===== src/rtl/alu_arbiter.sv =====
// Round-robin arbiter that shares one combinational ALU between two requesters,
// sequencing each operation through IDLE -> EXEC -> RESP and returning a tagged response.
module alu_arbiter #(
    parameter int W    = 4,
    parameter int CW   = 3,
    parameter int CNTW = 8
) (
    input  logic            clk,
    input  logic            rst,
    input  logic            req0_valid,
    output logic            req0_ready,
    input  logic [W-1:0]    req0_a,
    input  logic [W-1:0]    req0_b,
    input  logic [CW-1:0]   req0_ctrl,
    input  logic            req1_valid,
    output logic            req1_ready,
    input  logic [W-1:0]    req1_a,
    input  logic [W-1:0]    req1_b,
    input  logic [CW-1:0]   req1_ctrl,
    output logic [W-1:0]    alu_a,
    output logic [W-1:0]    alu_b,
    output logic [CW-1:0]   alu_ctrl,
    input  logic [W-1:0]    alu_res,
    input  logic            alu_car,
    input  logic            alu_of,
    output logic            rsp_valid,
    input  logic            rsp_ready,
    output logic            rsp_id,
    output logic [W-1:0]    rsp_res,
    output logic            rsp_car,
    output logic            rsp_of,
    output logic            busy,
    output logic [CNTW-1:0] done_cnt
);

    typedef enum logic [1:0] {
        IDLE = 2'b00,
        EXEC = 2'b01,
        RESP = 2'b10
    } state_e;

    state_e          state_q, state_d;
    logic            last_grant_q, last_grant_d;
    logic            cur_id_q, cur_id_d;
    logic [W-1:0]    op_a_q, op_a_d;
    logic [W-1:0]    op_b_q, op_b_d;
    logic [CW-1:0]   op_ctrl_q, op_ctrl_d;
    logic            rsp_valid_q, rsp_valid_d;
    logic            rsp_id_q, rsp_id_d;
    logic [W-1:0]    rsp_res_q, rsp_res_d;
    logic            rsp_car_q, rsp_car_d;
    logic            rsp_of_q, rsp_of_d;
    logic [CNTW-1:0] done_cnt_q, done_cnt_d;
    logic            grant0_s, grant1_s;

    // Arbitration winner: a lone requester wins, otherwise the one not granted last.
    always_comb begin
        grant0_s = req0_valid && (!req1_valid || last_grant_q);
        grant1_s = req1_valid && (!req0_valid || !last_grant_q);
    end

    assign req0_ready = (state_q == IDLE) && grant0_s;
    assign req1_ready = (state_q == IDLE) && grant1_s;
    assign alu_a      = op_a_q;
    assign alu_b      = op_b_q;
    assign alu_ctrl   = op_ctrl_q;
    assign rsp_valid  = rsp_valid_q;
    assign rsp_id     = rsp_id_q;
    assign rsp_res    = rsp_res_q;
    assign rsp_car    = rsp_car_q;
    assign rsp_of     = rsp_of_q;
    assign busy       = (state_q != IDLE);
    assign done_cnt   = done_cnt_q;

    // Next-state and datapath updates for the accept / execute / respond sequence.
    always_comb begin
        state_d      = state_q;
        last_grant_d = last_grant_q;
        cur_id_d     = cur_id_q;
        op_a_d       = op_a_q;
        op_b_d       = op_b_q;
        op_ctrl_d    = op_ctrl_q;
        rsp_valid_d  = rsp_valid_q;
        rsp_id_d     = rsp_id_q;
        rsp_res_d    = rsp_res_q;
        rsp_car_d    = rsp_car_q;
        rsp_of_d     = rsp_of_q;
        done_cnt_d   = done_cnt_q;
        case (state_q)
            IDLE: begin
                if (grant0_s) begin
                    op_a_d       = req0_a;
                    op_b_d       = req0_b;
                    op_ctrl_d    = req0_ctrl;
                    last_grant_d = 1'b0;
                    cur_id_d     = 1'b0;
                    state_d      = EXEC;
                end else if (grant1_s) begin
                    op_a_d       = req1_a;
                    op_b_d       = req1_b;
                    op_ctrl_d    = req1_ctrl;
                    last_grant_d = 1'b1;
                    cur_id_d     = 1'b1;
                    state_d      = EXEC;
                end else begin
                    state_d = IDLE;
                end
            end
            EXEC: begin
                rsp_res_d   = alu_res;
                rsp_car_d   = alu_car;
                rsp_of_d    = alu_of;
                rsp_id_d    = cur_id_q;
                rsp_valid_d = 1'b1;
                state_d     = RESP;
            end
            RESP: begin
                // Returning to IDLE here keeps a new accept out of the handshake cycle.
                if (rsp_valid_q && rsp_ready) begin
                    rsp_valid_d = 1'b0;
                    done_cnt_d  = done_cnt_q + CNTW'(1);
                    state_d     = IDLE;
                end else begin
                    state_d = RESP;
                end
            end
            default: begin
                state_d = IDLE;
            end
        endcase
    end

    // State and datapath registers with synchronous reset.
    always_ff @(posedge clk) begin
        if (rst) begin
            state_q      <= IDLE;
            last_grant_q <= 1'b1;
            cur_id_q     <= 1'b0;
            op_a_q       <= '0;
            op_b_q       <= '0;
            op_ctrl_q    <= '0;
            rsp_valid_q  <= 1'b0;
            rsp_id_q     <= 1'b0;
            rsp_res_q    <= '0;
            rsp_car_q    <= 1'b0;
            rsp_of_q     <= 1'b0;
            done_cnt_q   <= '0;
        end else begin
            state_q      <= state_d;
            last_grant_q <= last_grant_d;
            cur_id_q     <= cur_id_d;
            op_a_q       <= op_a_d;
            op_b_q       <= op_b_d;
            op_ctrl_q    <= op_ctrl_d;
            rsp_valid_q  <= rsp_valid_d;
            rsp_id_q     <= rsp_id_d;
            rsp_res_q    <= rsp_res_d;
            rsp_car_q    <= rsp_car_d;
            rsp_of_q     <= rsp_of_d;
            done_cnt_q   <= done_cnt_d;
        end
    end

endmodule

===== config.mk =====
export PLATFORM = sky130hd
export DESIGN_NAME = alu_arbiter
export DESIGN_NICKNAME = d
export VERILOG_FILES = /design/src/rtl/alu_arbiter.sv
export SDC_FILE = /design/constraint.sdc
export NUM_CORES = 1
export LEC_CHECK = 0
export BUFFER_PORTS_ARGS = -buffer_cell sky130_fd_sc_hd__buf_2
export CAP_MARGIN = 5
export CORE_UTILIZATION = 40
export CTS_CLUSTER_DIAMETER = 150
export CTS_CLUSTER_SIZE = 25
export DETAILED_ROUTE_END_ITERATION = 8
export GPL_ROUTABILITY_DRIVEN = 0
export PLACE_DENSITY = 0.7
export SLEW_MARGIN = 20
export SYNTH_ARGS = -nofsm -noshare
export SYNTH_HDL_FRONTEND = slang
export SYNTH_SLANG_ARGS = --single-unit

===== constraint.sdc =====
create_clock -name clk -period 1.3 [get_ports clk]
set_input_delay 0.065 -clock clk [delete_from_list [all_inputs] [get_ports clk]]
set_output_delay 0.065 -clock clk [all_outputs]
set_load 0.05 [all_outputs]

Yosys cells after proc, flatten, opt, wreduce, memory -nomap -nowiden
Index checks and enable logic that the tools add are counted.
{"block": "op_classes", "n_addsub": 1, "n_eq_ne": 3, "muxes": 14, "n_reduce_logical": 17}
{"operator": "$mux 4", "count": 4}
{"operator": "$add 8x1->8 const B", "count": 1}
{"operator": "$mux 3", "count": 2}
{"operator": "$pmux 2 s3", "count": 1}
{"operator": "$reduce_and 2->1", "count": 3}
{"operator": "$reduce_bool 2->1", "count": 3}
{"operator": "$logic_and 1x1->1", "count": 5}
{"operator": "$mux 1", "count": 5}
{"operator": "$logic_not 1->1", "count": 3}
{"operator": "$eq 2x1->1 const B", "count": 1}
{"operator": "$eq 2x2->1 const B", "count": 1}
{"operator": "$logic_not 2->1", "count": 1}
{"operator": "$logic_or 1x1->1", "count": 2}
{"operator": "$mux 2", "count": 1}
{"operator": "$ne 2x2->1 const B", "count": 1}
{"operator": "$pmux 1 s2", "count": 1}
{"block": "totals", "ff_bits": 31, "inputBits": 33, "output_inout_bits": 30}

Depth between registers and ports, before layout
{"block": "logic_depth", "word_depth": 6, "mapped_depth": 4, "ltp_nobuf": 4}

Worst setup path after synthesis
No wires, ideal clock.
{"block": "synth_timing", "path_kind": "reg-to-output", "from": "reg state_q[1]", "to": "out req0_ready", "arrival_time_ns": 2.137, "t_required_ns": 1.235, "setup_slack_ns": -0.902, "stages_incl_launch_ff": 5, "n_path_buf": 1, "path_cell_list": "dfxtp_1 nor2_1 buf_2 inv_1 nor3_1"}
{"block": "synth_via", "elab_chain_len": 2}
{"item": "start, declared", "line": "42", "rtl": "state_e state_q, state_d;"}
{"item": "start signal, assigned", "line": "149", "rtl": "state_q <= state_d;"}
{"item": "$logic_not 2->1", "line": "62", "rtl": "assign req0_ready = (state_q == IDLE) && grant0_s;"}
{"item": "$logic_and 1x1->1", "line": "62"}
{"item": "end, declared", "line": "11", "rtl": "output logic req0_ready,"}
Every way passes these cells.

Worst setup path in the final report
{"block": "layout_timing", "from": "reg state_q[1]", "to": "out req1_ready"}
{"block": "layout_via", "elab_chain_len": 2}
{"item": "$logic_not 2->1", "line": "63", "rtl": "assign req1_ready = (state_q == IDLE) && grant1_s;"}
{"item": "$logic_and 1x1->1", "line": "63"}
{"item": "end, declared", "line": "16", "rtl": "output logic req1_ready,"}
Every way passes these cells.

==> results.txt <==
- Ys flop type: sky130_fd_sc_hd__dfxtp_1
- Of the available clock period, the critical path in the final layout requires 1.13.
* Setup clock skew after layout: 0.0212 ns
- In the final layout, the share of cells above drive strength 1 is 0.447.
- Yosys cell types: 31
* Final hold violations: 0
- Max Root-Sink Buffers: 2
* Synthesis Warnings: 0
- Post-synthesis sequential area ratio: 0.447
* Ratio of routed vias to standard cells: 5.13
* Cell taking the most area after synthesis: sky130_fd_sc_hd__dfxtp_1
- Global routing finished with a remaining overflow of 0.
* Failing checks: setup timing
- In the post-synthesis netlist, the cell with the most instances is sky130_fd_sc_hd__dfxtp_1.
* Remaining routing DRC violations: 0
- The tree is rooted in a sky130_fd_sc_hd__clkbuf_4.
- Worst reg2reg setup slack: -0.10 ns
- Die W: 60.9 um
- Post-synth ARST share: 0
- Count of flip-flops with a built-in enable after synthesis: 0
* Avg WL per Cell: 12.7 um
* Post-detailed-placement half-perimeter wirelength: 2.49 mm
* Detailed-routing iteration count for the pre-antenna-repair pass: 4
- The share of synthesized area in the top cell type comes to 0.447.
- Setup WS post-layout: -0.174 ns
- Number of fillers in the final layout: 265
- For this design the ratio of total power to cell area is 1100 mW/mm2.
* Placement Rows: 21
- Clk_lat worst skew: 0.35 ns
- Net total in the final layout: 297
- Final-report max-slew violation count: 0
- The number of antenna diodes in the final layout is 0.
- Setup_tns: -0.759 ns
- TritonCTS clock tree: done
- Tightest hold margin: 0.00401 ns
* Mapped Cells: 164
- The final route contains 1591 vias.
* Leakage component of the power: 1.01 nW
- CTS built an H-tree with a depth of 2.
- Across the run, the number of max-cap violations was 0.
- Io pins: 63
- Signal arrival time at the worst endpoint: 1.41 ns
- In this run the tightest slew margin relative to its limit is 0.740.
- The die is 60.9 um tall.
* Starting density of the core: 0.416
- Post-layout min period: 1.47 ns
* Worst-Margin Slew: 0.389 ns
- After synthesis, the most frequently instantiated cells are sky130_fd_sc_hd__dfxtp_1, sky130_fd_sc_hd__a21oi_1, sky130_fd_sc_hd__nand2_1, sky130_fd_sc_hd__o21ai_0.
- Mapped cell area: 0.00139 mm2
- STA puts the critical path data required time at 1.24 ns.
* Number of buffers inserted during clock tree synthesis: 5
* 1st-iter DRT viols: 49
- The number of global-route vias before repair is 1447.
- Entering global routing, the biggest net connects 24 pins.
* Clk sink count: 31
- The flow ran to the end, but the final reports show violations.
- Antenna violations before repair: 0
- Cell types with the largest area share after synthesis: sky130_fd_sc_hd__dfxtp_1, sky130_fd_sc_hd__a21oi_1, sky130_fd_sc_hd__a311oi_1
* Global-route wire length before repair: 6.01 mm
* Floorplan Core Area: 0.00334 mm2
- Area delta synth->final: 69.3%
- IR analysis of the VDD net gives a maximum drop of 728 uV.
* Critical Path Start Type: flop
- Final routed wirelength across all metal layers: 3.93 mm
- Synthesis produced a netlist with a net count of 198.
- The count of buffers added on input and output ports is 62.
- For this run, the total global-route usage over all layers was measured as 0.224.
* Avg Cell Area, Syn: 8.47 um2
* Clk pin slew, worst setup/hold paths: 0.11 ns
* Synthesized flop and latch total: 31
- Critical-path top delay cell: sky130_fd_sc_hd__or3b_4
- Die area: 0.00371 mm2
* Number of setup violations in the final report: 9
- RSZ-0062 raised after global routing: true
* Crit Path Category: flop to output port
- Highest fanout seen on the critical path: 4
- The critical path goes through or3b_4 -> a21oi_4 -> buf_6.
- Once detail routing completed, the nets flagged for antenna violations numbered 0.
- Worst hold-check path type: primary input to flop
- The worst setup path is captured at an output port.
* F_max: 678 MHz
- For this run, the slowest stage of the critical path takes 0.39 ns.
power breakdown:
| group | switching, mW | internal, mW |
|---|---|---|
| registers | 0.0476 | 1.02 |
| logic | 0.531 | 0.348 |
| clock network | 0.337 | 0.317 |
sequential cells by signal, indices dropped and copies added (netlist names):
| signal | flops |
|---|---|
| alu_a | 4 |
| alu_b | 4 |
| alu_ctrl | 3 |
| cur_id_q | 1 |
| done_cnt | 8 |
| last_grant_q | 1 |
| rsp_car | 1 |
| rsp_id | 1 |
| rsp_of | 1 |
| rsp_res | 4 |
| rsp_valid | 1 |
| state_q | 2 |
kinds of logic (layout without fill, tap and decap cells):
group                    after synthesis  after routing  synth area share
XOR/XNOR                               1              1           0.00631
adder cells (fa/ha/maj)                1              1           0.00901
flip-flops                            31             31             0.447
buffers and inverters                 16            116            0.0477
AND/OR/NAND/NOR                       58             58             0.236
multiplexers                           2              2            0.0153
AO/OA/AOI/OAI                         55             55             0.239
critical path, delay by kind of cell (launching register included):
family	cells	cell delay [ns]
and+or+nand+nor	1	0.39
AOI/OAI and AO/OA	1	0.12
DFF	1	0.37
buffers and inverters	1	0.17
layout make-up:
| class | count | area (um2) | share of cell area |
|---|---|---|---|
| multi-input cells | 117 | 806 | 0.343 |
| repair buffers | 104 | 744 | 0.317 |
| flip-flops and latches | 31 | 653 | 0.278 |
| clock buffers | 7 | 65.1 | 0.0277 |
| well taps | 46 | 57.6 | 0.0245 |
| inverters | 4 | 18.8 | 0.00798 |
| clock inverters | 1 | 6.26 | 0.00266 |
per-stage QoR:
stage | cells | utilization | setup slack [ns] | power (mW) | cell area (um2)
2_1_floorplan | 164 | - | -0.128 | 1.61 | 1490
5_1_grt | 310 | 0.705 | -0.227 | 2.74 | 2350
3_5_place_dp | 274 | 0.573 | -0.0369 | 1.82 | 1910
6_report | 310 | 0.705 | -0.174 | 2.60 | 2350
4_1_cts | 307 | 0.678 | -0.177 | 2.56 | 2260
3_3_place_gp | 274 | 0.573 | -0.0167 | 1.82 | 1910
cell usage in the layout (no fill, tap or decap), types with 2 or more instances in the layout:
cell type,n
sky130_fd_sc_hd__nor2_1,7
sky130_fd_sc_hd__a21oi_2,3
sky130_fd_sc_hd__clkbuf_8,2
sky130_fd_sc_hd__o21ai_0,14
sky130_fd_sc_hd__inv_1,3
sky130_fd_sc_hd__buf_2,59
sky130_fd_sc_hd__or3_1,2
sky130_fd_sc_hd__clkbuf_4,5
sky130_fd_sc_hd__dlygate4sd3_1,23
sky130_fd_sc_hd__o31ai_1,2
sky130_fd_sc_hd__nand3b_1,11
sky130_fd_sc_hd__buf_6,9
sky130_fd_sc_hd__a311oi_2,3
sky130_fd_sc_hd__dfxtp_1,21
sky130_fd_sc_hd__nor2b_1,3
sky130_fd_sc_hd__and2b_1,2
sky130_fd_sc_hd__nand3_1,3
sky130_fd_sc_hd__buf_4,11
sky130_fd_sc_hd__a21oi_1,21
sky130_fd_sc_hd__dfxtp_2,2
sky130_fd_sc_hd__dfxtp_4,8
sky130_fd_sc_hd__nand2_1,17
sky130_fd_sc_hd__a311oi_1,8
routing by layer:
metal / track usage / vias up / wire [um]
met5: 0 / - / 0
met4: 0.0844 / 0 / 53
met3: 0.0874 / 6 / 186
met2: 0.367 / 43 / 1940
met1: 0.266 / 744 / 1750
li1: - / 798 / -
timing repair:
item                       CTS  global route
gates resized for setup     10            15
buffers inserted             3             2
hold endpoints to repair    16             1
hold buffers                22             1
pin swaps                    9            13
setup endpoints to repair    8            22
final timing paths:
| path | startpoint | endpoint | cells after the start |
|---|---|---|---|
| max | state_q[1] | req1_ready | 3 |
| min reg2reg | rsp_of | rsp_of | 2 |
| max reg2reg | state_q[0] | done_cnt[5] | 4 |
| min | req1_a[2] | alu_a[2] | 3 |
Note: power is estimated with default switching activity, not from simulation.
